**src/rtl/parity_pkg.sv**
```systemverilog
// rtl/parity_pkg.sv - shared types and constants for the serial even-parity link
// Purpose: frame state encoding and line-level constants used by both the
//          transmitter and the receiver of the even-parity serial link.
// Ports:   none (package)
package parity_pkg;

   typedef enum logic [1:0] {
      IDLE   = 2'd0,
      DATA   = 2'd1,
      PARITY = 2'd2,
      STOP   = 2'd3
   } state_t;

   localparam logic START_BIT = 1'b0;
   localparam logic STOP_BIT  = 1'b1;
   localparam logic EVEN_OK   = 1'b0;

endpackage

```
**src/rtl/xor2_nor.sv**
```systemverilog
// rtl/xor2_nor.sv - structural 2-input XOR built from five 2-input NOR gates
// Purpose: XOR cell shared with the transmitter so both ends fold parity
//          through identical structure.
// Ports:   i_a, i_b - operands
//          o_s      - i_a ^ i_b
module xor2_nor (
   input  logic i_a,
   input  logic i_b,
   output logic o_s
);

   logic w_n1;
   logic w_n2;
   logic w_n3;
   logic w_n4;

   assign w_n1 = ~(i_a | i_b);
   assign w_n2 = ~(i_a | w_n1);
   assign w_n3 = ~(i_b | w_n1);
   // w_n4 is XNOR; the final NOR used as an inverter yields XOR
   assign w_n4 = ~(w_n2 | w_n3);
   assign o_s  = ~(w_n4 | w_n4);

endmodule

```
**src/rtl/serial_parity_rx.sv**
```systemverilog
// rtl/serial_parity_rx.sv - serial even-parity frame receiver
// Purpose: samples start bit, DATA_W data bits (LSB first), even-parity bit
//          and stop bit; rebuilds the word and flags parity/framing errors.
// Ports:   i_clk, i_reset   - clock, synchronous active-high reset
//          i_bit_in         - serial line value, qualified by i_bit_valid
//          i_bit_valid      - one-cycle strobe per line bit
//          o_data_out       - last received data word
//          o_frame_done     - one-cycle pulse when a frame completes
//          o_parity_err     - last frame failed even parity
//          o_framing_err    - last frame's stop bit was 0
//          o_busy           - a frame is in progress
module serial_parity_rx
   import parity_pkg::*;
#(
   parameter int DATA_W = 8
) (
   input  logic              i_clk,
   input  logic              i_reset,
   input  logic              i_bit_in,
   input  logic              i_bit_valid,
   output logic [DATA_W-1:0] o_data_out,
   output logic              o_frame_done,
   output logic              o_parity_err,
   output logic              o_framing_err,
   output logic              o_busy
);

   localparam int CNT_W = $clog2(DATA_W) + 1;

   state_t              r_state;
   state_t              w_state_next;
   logic [CNT_W-1:0]    r_cnt;
   logic [DATA_W-1:0]   r_shift;
   logic                r_par;
   logic                w_par_next;
   logic                w_last_bit;

   logic [DATA_W-1:0]   r_data_out;
   logic                r_frame_done;
   logic                r_parity_err;
   logic                r_framing_err;
   logic                r_busy;

   // One fold cell serves both DATA and PARITY: in each case the new line
   // bit is folded into the running parity.
   xor2_nor u_par_xor (
      .i_a (r_par),
      .i_b (i_bit_in),
      .o_s (w_par_next)
   );

   assign w_last_bit = (r_cnt == CNT_W'(DATA_W - 1));

   always_comb begin
      w_state_next = r_state;
      if (i_bit_valid) begin
         case (r_state)
            IDLE:    if (i_bit_in == START_BIT) w_state_next = DATA;
            DATA:    if (w_last_bit) w_state_next = PARITY;
            PARITY:  w_state_next = STOP;
            STOP:    w_state_next = IDLE;
            default: w_state_next = IDLE;
         endcase
      end
   end

   always_ff @(posedge i_clk) begin
      if (i_reset) begin
         r_state <= IDLE;
         r_busy  <= 1'b0;
      end else begin
         r_state <= w_state_next;
         r_busy  <= (w_state_next != IDLE);
      end
   end

   always_ff @(posedge i_clk) begin
      if (i_reset) begin
         r_cnt         <= '0;
         r_shift       <= '0;
         r_par         <= 1'b0;
         r_data_out    <= '0;
         r_frame_done  <= 1'b0;
         r_parity_err  <= 1'b0;
         r_framing_err <= 1'b0;
      end else begin
         r_frame_done <= 1'b0;
         if (i_bit_valid) begin
            case (r_state)
               IDLE: begin
                  if (i_bit_in == START_BIT) begin
                     r_cnt <= '0;
                     r_par <= 1'b0;
                  end
               end
               DATA: begin
                  // right shift: first bit received lands in bit 0
                  r_shift <= {i_bit_in, r_shift[DATA_W-1:1]};
                  r_par   <= w_par_next;
                  r_cnt   <= r_cnt + 1'b1;
               end
               PARITY: begin
                  r_par <= w_par_next;
               end
               STOP: begin
                  r_data_out    <= r_shift;
                  r_parity_err  <= (r_par != EVEN_OK);
                  r_framing_err <= (i_bit_in != STOP_BIT);
                  r_frame_done  <= 1'b1;
               end
               default: ;
            endcase
         end
      end
   end

   assign o_data_out    = r_data_out;
   assign o_frame_done  = r_frame_done;
   assign o_parity_err  = r_parity_err;
   assign o_framing_err = r_framing_err;
   assign o_busy        = r_busy;

endmodule

```
**config.mk**
```make
export PLATFORM = sky130hd
export DESIGN_NAME = serial_parity_rx
export DESIGN_NICKNAME = d
export VERILOG_FILES = /design/src/rtl/parity_pkg.sv /design/src/rtl/xor2_nor.sv /design/src/rtl/serial_parity_rx.sv
export SDC_FILE = /design/constraint.sdc
export NUM_CORES = 1
export LEC_CHECK = 0
export ABC_AREA = 1
export CORE_MARGIN = 2
export CORE_UTILIZATION = 50
export CTS_BUF_LIST = sky130_fd_sc_hd__clkbuf_16
export CTS_CLUSTER_DIAMETER = 80
export DETAILED_ROUTE_END_ITERATION = 12
export HOLD_SLACK_MARGIN = 0.05
export PLACE_DENSITY = 0.76
export SLEW_MARGIN = 40
export SYNTH_ARGS = -nofsm -noshare
export SYNTH_HDL_FRONTEND = slang
export SYNTH_HIERARCHICAL = 1
export SYNTH_SLANG_ARGS = --single-unit
```
**constraint.sdc**
```tcl
create_clock -name i_clk -period 2.1 [get_ports i_clk]
set_clock_uncertainty 0.05 [all_clocks]
set_input_delay 0.21 -clock i_clk [delete_from_list [all_inputs] [get_ports i_clk]]
set_output_delay 0.21 -clock i_clk [all_outputs]
set_load 0.05 [all_outputs]
```
## Word-level counts from Yosys, hierarchy flattened

Cells that the tools add are included.
W data, S select, Z words.

| storage, ports and cells | value |
|---|---|
| ROM bits | 0 |
| memories kept | 0 |
| latch bits | 0 |
| RAM bits | 0 |
| input port bits | 4 |
| register bits | 27 |

| cells by class | value |
|---|---|
| reductions and logical operators | 10 |
| $add $sub $neg | 1 |
| eq/ne operators | 5 |
| magnitude comparators | 0 |
| bitwise operators | 9 |
| multiplexer cells | 9 |
| shifts and indexed selects | 0 |
| $mul | 0 |
| div/mod/pow operators | 0 |

Operators with widths:

| operator | number |
|---|---|
| $pmux W2 S4 | 1 |
| $pmux W4 S2 | 1 |
| $mux W2 | 3 |
| $reduce_and A3 Y1 | 2 |
| $reduce_bool A2 Y1 | 3 |
| $not A1 Y1 | 5 |
| $add A4 B1 Y4 const B | 1 |
| $eq A2 B2 Y1 const B | 2 |
| $eq A4 B3 Y1 const B | 1 |
| $mux W4 | 1 |
| $or A1 B1 Y1 | 4 |
| $reduce_and A2 Y1 | 2 |
| $reduce_or A2 Y1 | 2 |
| $eq A2 B1 Y1 const B | 1 |
| $logic_not A2 Y1 | 1 |
| $mux W1 | 2 |
| $ne A2 B2 Y1 const B | 1 |
| $pmux W1 S2 | 1 |

## Longest topological paths before layout

Gate-level depths: netlist of run 1.

| depth | value |
|---|---|
| depth after elaboration | 6 |
| depth in mapped cells | 9 |
| mapped depth without buffers | 9 |

## Hierarchy

The synthesis of run 1 kept the hierarchy.

Modules (own cells, without submodules):

| module | instances | cells an instance | area each (µm²) |
|---|---|---|---|
| serial_parity_rx | 1 | 146 | 1086.0 |
| xor2_nor | 1 | 5 | 18.8 |

## Worst setup path after synthesis of run 1

Ideal clock, no wire load.

| timing path | value |
|---|---|
| path kind | register to register |
| start point | register r_state[0] |
| end point | register r_cnt[3] |
| clock period less this slack | 1314 ps |
| path buffers | 0 |
| cell stages (with the launch flop) | 9 |
| path slack | 786 ps |
| arrival time | 1147 ps |
| setup time | 117 ps |
| cell sequence | dfxtp_1 inv_1 ha_1 nand2_1 nand2_1 a21oi_2 inv_1 nand2_1 a21oi_1 |

| between the ends | value |
|---|---|
| longest elaborated chain between the ends | 3 |

Ends and longest elaborated chain:

| what | line | RTL |
|---|---|---|
| start: declaration | serial_parity_rx.sv:30 | `state_t r_state;` |
| start signal: assignment | serial_parity_rx.sv:72 | `r_state <= w_state_next;` |
| $eq A2 B1 Y1 or $logic_not A2 Y1 (tied branches) | serial_parity_rx.sv:89 | `case (r_state)` |
| $reduce_bool A2 Y1 (no line) or $ne A2 B2 Y1 (tied branches) | - |  |
| $reduce_and A3 Y1 (no line) | - |  |
| end signal: assignment | serial_parity_rx.sv:100 | `r_cnt <= r_cnt + 1'b1;` |
| end: declaration | serial_parity_rx.sv:32 | `logic [CNT_W-1:0] r_cnt;` |

Parallel ways exist; a longest one is shown, timed or not.
A chain may end at the register's enable or synchronous reset.

## Worst setup path in the final report of run 1

| timing path | value |
|---|---|
| start point | register r_framing_err (netlist: o_framing_err) |
| end point | output o_framing_err |

RTL lines:

| what | line | RTL |
|---|---|---|
| start: declaration | serial_parity_rx.sv:41 | `logic r_framing_err;` |
| start signal: assignment | serial_parity_rx.sv:108 | `r_framing_err <= (i_bit_in != STOP_BIT);` |
| end: declaration | serial_parity_rx.sv:24 | `output logic o_framing_err,` |

No word-level cell between the ends.

==> impl_metrics.env, run 1 <==
export IMPL_syn_inst=151
export IMPL_utilization_pct=63.1
export IMPL_cp_top_family="buffers and inverters"
export IMPL_crit_buf_inv=1
export IMPL_max_slew_margin_pct=66.2
export IMPL_grt_pass1_wl_um=3480
export IMPL_gp_congestion=0.762
export IMPL_cp_end_kind="output pin"
export IMPL_routed_wl_um=2120
export IMPL_syn_num_nets=160
export IMPL_cts_hold_buf=0
export IMPL_hold_class="reg2reg"
export IMPL_ys_types=14
export IMPL_maxCapViolCount=0
export IMPL_clockBufferDepth=2
export IMPL_dpl_hpwl_um=1550
export IMPL_fin_crit_sh_pct=79.5
export IMPL_die_w_um=51.0
export IMPL_required_ns=1.84
export IMPL_hold_ws_ns=0.435
export IMPL_drive_above_1_share_pct=3.01
export IMPL_die_h_um=51.0
export IMPL_drt_iter0_drc=24
export IMPL_synth_seq_cells=27
export IMPL_cts_clk_slew_worst_paths_ns=0.07
export IMPL_overflow=0
export IMPL_swShare_pct=22.9
export IMPL_p_leak_nw=0.603
export IMPL_synth_top_family_by_area="simple AND/OR/NAND/NOR gates"
export IMPL_mostFrequentLayoutCell="nor2_1"
export IMPL_numCtsBuffers=3
export IMPL_hold_viol_final=0
export IMPL_setup_ws_ns=0.430
export IMPL_placed_area_um2=1270
export IMPL_synth_simple_area_share_pct=24.2
export IMPL_cts_resized_gates=0
export IMPL_cts_setup_buffers=0
export IMPL_drt_first_pass_iters=4
export IMPL_wl_per_cell_um=10.9
export IMPL_via_count=938
export IMPL_synth_area_um2=1100
export IMPL_status="completed"
export IMPL_critPathSlowestCell="clkdlybuf4s50_1"
export IMPL_power_density_nw_per_um2=784
export IMPL_cp_slowest_stage_delay_ns=0.81
export IMPL_cts_root_buf="clkbuf_16"
export IMPL_grt_max_degree=22
export IMPL_drc=0
export IMPL_syn_to_final_growth_pct=22.7
export IMPL_worst_pin_slew_ns=0.505
export IMPL_rsz0062_at_grt="false"
export IMPL_cts_sink_count=27
export IMPL_internal_power_mw=0.819
export IMPL_num_io_pins=16
export IMPL_coreArea_um2=2150
export IMPL_place_ws_ns=0.477
export IMPL_drtAntennaViolNets=0
export IMPL_drv_slew=0
export IMPL_p_switching_mw=0.243
export IMPL_worstPathArrival_ns=1.41
export IMPL_min_period_ns=1.67
export IMPL_htree_levels=1
export IMPL_vdd_drop_max_uv=526
export IMPL_synth_adder_area_share_pct=5.66
export IMPL_insertion_delay_ns=0.26
export IMPL_synth_warning_count=6
export IMPL_nFillCells=189
export IMPL_grt_pass1_vias=836
export IMPL_syn_avg_cell_area_um2=7.32
export IMPL_finalSetupViolations=0
export IMPL_layout_nets=176
export IMPL_synth_compound_area_share_pct=13.0
export IMPL_synth_area_leader_cell="dfxtp_1"
export IMPL_avgViaCountPerCell=4.84
export IMPL_cts_tree="done"
export IMPL_grt_use_total_pct=17.7
export IMPL_clkPwrFrac_pct=40.4
export IMPL_synthMuxAreaShare_pct=0
export IMPL_ys_seq_area_share_pct=48.9
export IMPL_antenna_cells=0
export IMPL_p_seq_share_pct=51.1
export IMPL_cp_cell_sequence="clkdlybuf4s50_1"
export IMPL_start_util_pct=51.4
export IMPL_synth_xor_area_share_pct=0.793
export IMPL_io_buffers=15
export IMPL_crit_fanout=2
export IMPL_combPwrFrac_pct=8.6
export IMPL_fin_area_um2=1360
export IMPL_final_cell_mix="nor2_1, dfxtp_1, nand2_1"
export IMPL_tns_ns=0
export IMPL_num_rows=17
export IMPL_critPathLaunchType="flop"
export IMPL_max_freq_ghz=0.599
export IMPL_synth_top_cell_area_share_pct=48.9
export IMPL_antenna_found_initial=0
export IMPL_synth_top_cells_by_area="dfxtp_1, nor2_1, o21ai_0"
export IMPL_dieArea_um2=2600
export IMPL_path_class="reg2out"
cell type report:
class / count / area, um^2 / share of cell area [%]
Inverter: 17 / 63.8 / 4.71
Tap cell: 28 / 35.0 / 2.59
Multi-Input combinational cell: 103 / 483 / 35.6
Clock inverter: 1 / 7.51 / 0.554
Clock buffer: 3 / 75.1 / 5.54
Timing Repair Buffer: 15 / 150 / 11.1
Sequential cell: 27 / 541 / 39.9
sequential cells by signal (all words and copies together), names as in the netlist:
name / cells
o_busy: 1
o_data_out: 8
o_frame_done: 1
o_framing_err: 1
o_parity_err: 1
r_cnt: 4
r_par: 1
r_shift: 8
r_state: 2
routing by layer:
layer  GRT usage, %  share of wire (%)
met1           23.8                 50
met2           28.4                 46
met3           2.63                3.6
met4           7.66                1.2
met5              0                  0
final timing paths:
path / start / endpoint / slack [ns] / depth (start not counted)
hold / removal: o_parity_err / o_parity_err / 0.43 / 2
hold reg to reg: o_parity_err / o_parity_err / 0.43 / 2
setup / recovery: o_framing_err / o_framing_err / 0.43 / 1
setup reg to reg: r_state[0] / r_cnt[1] / 0.54 / 8
Yosys cell counts, drive strengths merged:
library cell,count
a21oi,7
buf,1
clkbuf,3
dfxtp,27
ha,5
inv,17
nand2,24
nand3,5
nand4,1
nor2,39
o21ai,21
xor2,1
power groups by stage:
stage	sequential, mW	clock, mW	combinational (mW)
floorplan	0.557	0	0.0578
global placement	0.553	0	0.0872
detailed placement	0.554	0	0.0902
CTS	0.542	0.436	0.0917
global route	0.543	0.460	0.103
finish	0.543	0.429	0.0910
per-stage QoR:
step	total power, mW	instances
6_report	1.06	194
5_1_grt	1.11	194
4_1_cts	1.07	194
3_5_place_dp	0.644	190
3_3_place_gp	0.640	190
2_1_floorplan	0.615	151
logic make-up (layout without fill, tap and decap cells):
kind of cell             after synthesis  after routing
AO/OA/AOI/OAI                         28             28
XOR/XNOR                               1              1
adder cells (fa/ha/maj)                5              5
buffers and inverters                 21             36
flip-flops                            27             27
AND/OR/NAND/NOR                       69             69
(Power assumes the default switching activity.)
==> run 2: changes to the inputs <==
==> constraint.sdc (replaced) <==
create_clock -name i_clk -period 1.7 [get_ports i_clk]
set_clock_uncertainty 0.05 [all_clocks]
set_input_delay 0.17 -clock i_clk [delete_from_list [all_inputs] [get_ports i_clk]]
set_output_delay 0.17 -clock i_clk [all_outputs]
set_load 0.05 [all_outputs]
==> impl_metrics.env, run 2 (same netlist as run 1, synthesis figures left out) <==
export IMPL_layout_nets=178
export IMPL_drtAntennaViolNets=0
export IMPL_hold_class="reg2reg"
export IMPL_cp_end_kind="output pin"
export IMPL_avgViaCountPerCell=4.86
export IMPL_antenna_cells=0
export IMPL_worstPathArrival_ns=1.40
export IMPL_start_util_pct=51.4
export IMPL_cts_tree="done"
export IMPL_worst_pin_slew_ns=0.505
export IMPL_rsz0062_at_grt="false"
export IMPL_dpl_hpwl_um=1440
export IMPL_maxCapViolCount=0
export IMPL_io_buffers=15
export IMPL_routed_wl_um=2080
export IMPL_grt_max_degree=22
export IMPL_cts_clk_slew_worst_paths_ns=0.07
export IMPL_hold_viol_final=0
export IMPL_path_class="reg2out"
export IMPL_clockBufferDepth=2
export IMPL_die_h_um=51.0
export IMPL_fin_crit_sh_pct=95.4
export IMPL_setup_ws_ns=0.0778
export IMPL_dp_cells=192
export IMPL_required_ns=1.48
export IMPL_min_period_ns=1.62
export IMPL_utilization_pct=63.6
export IMPL_drt_first_pass_iters=4
export IMPL_internal_power_mw=1.01
export IMPL_cp_top_family="buffers and inverters"
export IMPL_reg2reg_to="r_shift[2]"
export IMPL_placed_area_um2=1280
export IMPL_swShare_pct=22.7
export IMPL_cts_root_buf="clkbuf_16"
export IMPL_vdd_drop_max_uv=694
export IMPL_dieArea_um2=2600
export IMPL_cts_hold_buf=0
export IMPL_cp_slowest_stage_delay_ns=0.80
export IMPL_htree_levels=1
export IMPL_antenna_found_initial=0
export IMPL_crit_path_end="o_data_out[6]"
export IMPL_num_rows=17
export IMPL_max_slew_margin_pct=66.3
export IMPL_rrSetupSlack_ns=0.17
export IMPL_crit_fanout=2
export IMPL_via_count=952
export IMPL_power_density_nw_per_um2=960
export IMPL_tns_ns=0
export IMPL_max_freq_ghz=0.616
export IMPL_p_leak_nw=0.616
export IMPL_reg2reg_depth=6
export IMPL_startpoint="o_data_out[6]"
export IMPL_coreArea_um2=2150
export IMPL_gp_congestion=0.734
export IMPL_p_switching_mw=0.298
export IMPL_status="completed"
export IMPL_finalSetupViolations=0
export IMPL_place_ws_ns=0.151
export IMPL_fin_total_pwr_mw=1.31
export IMPL_clkPwrFrac_pct=40.2
export IMPL_grt_pass1_vias=882
export IMPL_fin_area_um2=1370
export IMPL_final_cell_mix="nor2_1, dfxtp_1, nand2_1"
export IMPL_drt_iter0_drc=10
export IMPL_insertion_delay_ns=0.26
export IMPL_cp_cell_sequence="clkdlybuf4s50_1"
export IMPL_rr_startpoint="r_state[1]"
export IMPL_drc=0
export IMPL_drive_above_1_share_pct=5.95
export IMPL_overflow=0
export IMPL_cts_sink_count=27
export IMPL_grt_pass1_wl_um=3580
export IMPL_syn_to_final_growth_pct=23.7
export IMPL_die_w_um=51.0
export IMPL_numCtsBuffers=3
export IMPL_mostFrequentLayoutCell="nor2_1"
export IMPL_wl_per_cell_um=10.6
export IMPL_critPathSlowestCell="clkdlybuf4s50_1"
export IMPL_drv_slew=0
export IMPL_num_io_pins=16
export IMPL_crit_buf_inv=1
export IMPL_grt_use_total_pct=18.5
export IMPL_cp_depth=1
export IMPL_p_seq_share_pct=51.0
export IMPL_hold_ws_ns=0.426
export IMPL_combPwrFrac_pct=8.7
export IMPL_critPathLaunchType="flop"
export IMPL_layout_cells_non_filler=196
## run 2: cell count changes in the layout (fill, tap and decap cells not counted), sizes merged
cell and delta:
clkdlybuf4s50 -2, buf +4
## run 2: worst min-delay path by stage
stage	startpoint	to	slack, ns	depth (start not counted)
6_report	r_shift[0]	r_shift[0]	0.43	2
5_1_grt	r_cnt[1]	r_cnt[1]	0.45	2
4_1_cts	r_shift[0]	r_shift[0]	0.43	2
3_5_place_dp	r_shift[0]	r_shift[0]	0.42	2
3_3_place_gp	r_shift[0]	r_shift[0]	0.42	2
2_1_floorplan	i_reset	r_cnt[1]	0.19	1
## run 2: final cells by class
cell class                 count  area (um^2)
clock buffer                   3         75.1
multi-input combinational    103          483
clock inverter                 1         7.51
sequential                    27          542
fill                         189          782
timing repair buffer          17          160
tap                           28         35.0
inverter                      17         63.8
## run 2: timing repair
action                     4_1_cts  5_1_grt
resized for setup                0        1
setup endpoints to repair        0        3
setup buffers                    0        0
## run 2: power by group through the flow
stage               Combinational [mW]  Sequential [mW]  Clock (mW)
global placement                 0.109            0.682           0
floorplan                       0.0714            0.688           0
CTS                              0.115            0.669       0.542
global route                     0.128            0.672       0.568
finish                           0.115            0.669       0.528
detailed placement               0.113            0.682           0
## run 2: routing by layer
layer	GRT usage, %	vias to the layer above	part of all wire, %
li1	-	509	-
met1	20.4	426	46
met2	33.5	13	49
met3	3.51	4	2.8
met4	9.46	0	1.4
met5	0	-	0
==> run 3: changes to the inputs <==
--- a/config.mk
+++ b/config.mk
@@ -13,6 +13,7 @@
 export DETAILED_ROUTE_END_ITERATION = 12
 export HOLD_SLACK_MARGIN = 0.05
 export PLACE_DENSITY = 0.76
+export RECOVER_POWER = 100
 export SLEW_MARGIN = 40
 export SYNTH_ARGS = -nofsm -noshare
 export SYNTH_HDL_FRONTEND = slang
==> constraint.sdc (replaced) <==
create_clock -name i_clk -period 1.6 [get_ports i_clk]
set_clock_uncertainty 0.05 [all_clocks]
set_input_delay 0.16 -clock i_clk [delete_from_list [all_inputs] [get_ports i_clk]]
set_output_delay 0.16 -clock i_clk [all_outputs]
set_load 0.05 [all_outputs]
==> impl_metrics.env, run 3 (same netlist as run 1, synthesis figures left out) <==
export IMPL_worst_pin_slew_ns=0.609
export IMPL_cp_slowest_stage_delay_ns=0.36
export IMPL_coreArea_um2=2150
export IMPL_cts_clk_slew_worst_paths_ns=0.07
export IMPL_required_ns=1.71
export IMPL_via_count=960
export IMPL_tns_ns=0
export IMPL_setup_ws_ns=0.168
export IMPL_p_leak_nw=0.592
export IMPL_rr_startpoint="r_state[0]"
export IMPL_whs_path_depth=2
export IMPL_overflow=0
export IMPL_die_h_um=51.0
export IMPL_drc=0
export IMPL_grt_pass1_vias=895
export IMPL_die_w_um=51.0
export IMPL_rrSetupSlack_ns=0.17
export IMPL_grt_pass1_wl_um=3470
export IMPL_cts_sink_count=27
export IMPL_min_period_ns=1.43
export IMPL_reg2reg_to="r_cnt[3]"
export IMPL_drv_slew=0
export IMPL_avgViaCountPerCell=4.87
export IMPL_power_density_nw_per_um2=1070
export IMPL_fin_total_pwr_mw=1.39
export IMPL_hold_viol_final=0
export IMPL_critPathLaunchType="flop"
export IMPL_drt_first_pass_iters=4
export IMPL_final_cell_mix="nor2_1, dfxtp_1, nand2_1"
export IMPL_syn_to_final_growth_pct=17.6
export IMPL_insertion_delay_ns=0.26
export IMPL_routed_wl_um=2040
export IMPL_grt_max_degree=22
export IMPL_cpMostUsedCell="nand2_1"
export IMPL_max_slew_margin_pct=59.6
export IMPL_drt_iter0_drc=14
export IMPL_drtAntennaViolNets=0
export IMPL_antenna_found_initial=0
export IMPL_hold_class="reg2reg"
export IMPL_htree_levels=1
export IMPL_io_buffers=15
export IMPL_place_ws_ns=0.100
export IMPL_start_util_pct=51.4
export IMPL_num_rows=17
export IMPL_cts_hold_buf=0
export IMPL_vdd_drop_max_uv=708
export IMPL_min_from="o_data_out[0]"
export IMPL_rsz0062_at_grt="false"
export IMPL_status="completed"
export IMPL_wl_per_cell_um=10.3
export IMPL_antenna_cells=0
export IMPL_mostFrequentLayoutCell="nor2_1"
export IMPL_drive_above_1_share_pct=5.92
export IMPL_num_io_pins=16
export IMPL_clockBufferDepth=2
export IMPL_cts_root_buf="clkbuf_16"
export IMPL_grt_use_total_pct=17.5
export IMPL_reg2reg_depth=8
export IMPL_dieArea_um2=2600
export IMPL_dpl_hpwl_um=1540
export IMPL_cp_cell_sequence="inv_1, ha_1, nand2_1, nand2_1, a21oi_2, inv_1, nand2_1, a21oi_1"
export IMPL_fin_crit_sh_pct=89.5
export IMPL_layout_nets=179
export IMPL_crit_fanout=5
export IMPL_cp_end_kind="flop"
export IMPL_maxCapViolCount=0
export IMPL_numCtsBuffers=3
export IMPL_path_class="reg2reg"
export IMPL_holdPathEnd="o_data_out[0]"
export IMPL_finalSetupViolations=0
export IMPL_nFillCells=222
export IMPL_max_freq_ghz=0.698
export IMPL_worstPathArrival_ns=1.54
export IMPL_critPathSlowestCell="dfxtp_2"
export IMPL_gp_congestion=0.747
export IMPL_cts_tree="done"
[run 3: worst max-delay path, delay by kind of cell, from the launching register on]
kind	cells	cell delay [ns]
adder cells (fa/ha/maj)	1	0.23
flip-flops	1	0.36
AO/OA/AOI/OAI	2	0.25
buffers and inverters	2	0.17
AND/OR/NAND/NOR	3	0.27
[run 3: area by class of cell]
class / instances / area (um^2) / share of cell area, %
flip-flops and latches: 27 / 543 / 41.8
multi-input cells: 103 / 485 / 37.4
repair buffers: 18 / 91.3 / 7.03
clock buffers: 3 / 75.1 / 5.78
inverters: 17 / 63.8 / 4.91
well taps: 28 / 35.0 / 2.70
clock inverters: 1 / 5.00 / 0.385
[run 3: how the worst max path moves through the flow]
| stage | from | to | slack (ns) |
|---|---|---|---|
| 4_1_cts | r_state[0] | o_busy | 0.11 |
| 3_5_place_dp | i_bit_in | o_busy | 0.10 |
| 2_1_floorplan | r_state[0] | r_cnt[3] | 0.29 |
| 5_1_grt | r_state[0] | r_cnt[3] | 0.03 |
| 6_report | r_state[0] | r_cnt[3] | 0.17 |
| 3_3_place_gp | i_bit_in | o_busy | 0.14 |
[run 3: timing repair]
item                       CTS  global route
setup endpoints to repair    0            12
resized for setup            0             3
buffers inserted             0             0
[run 3: per-layer routing]
layer	wire [um]	global-route usage, %	vias up
met3	47	1.75	4
li1	-	-	507
met5	0	0	-
met4	31	9.46	0
met2	1000	32.5	9
met1	954	19.2	440
[run 3: power by group]
part           switching (mW)  internal (mW)  total [mW]
Sequential             0.0158          0.695       0.711
Clock                   0.229          0.337       0.567
Combinational          0.0752         0.0402       0.115
[run 3: metrics by stage]
step	utilization (%)	area, um^2	instances	hold WS, ns
floorplan	-	1100	151	0.179
global placement	58.9	1260	193	0.416
global route	60.5	1300	197	0.470
finish	60.5	1300	197	0.438
detailed placement	58.9	1260	193	0.425
CTS	62.6	1350	197	0.443
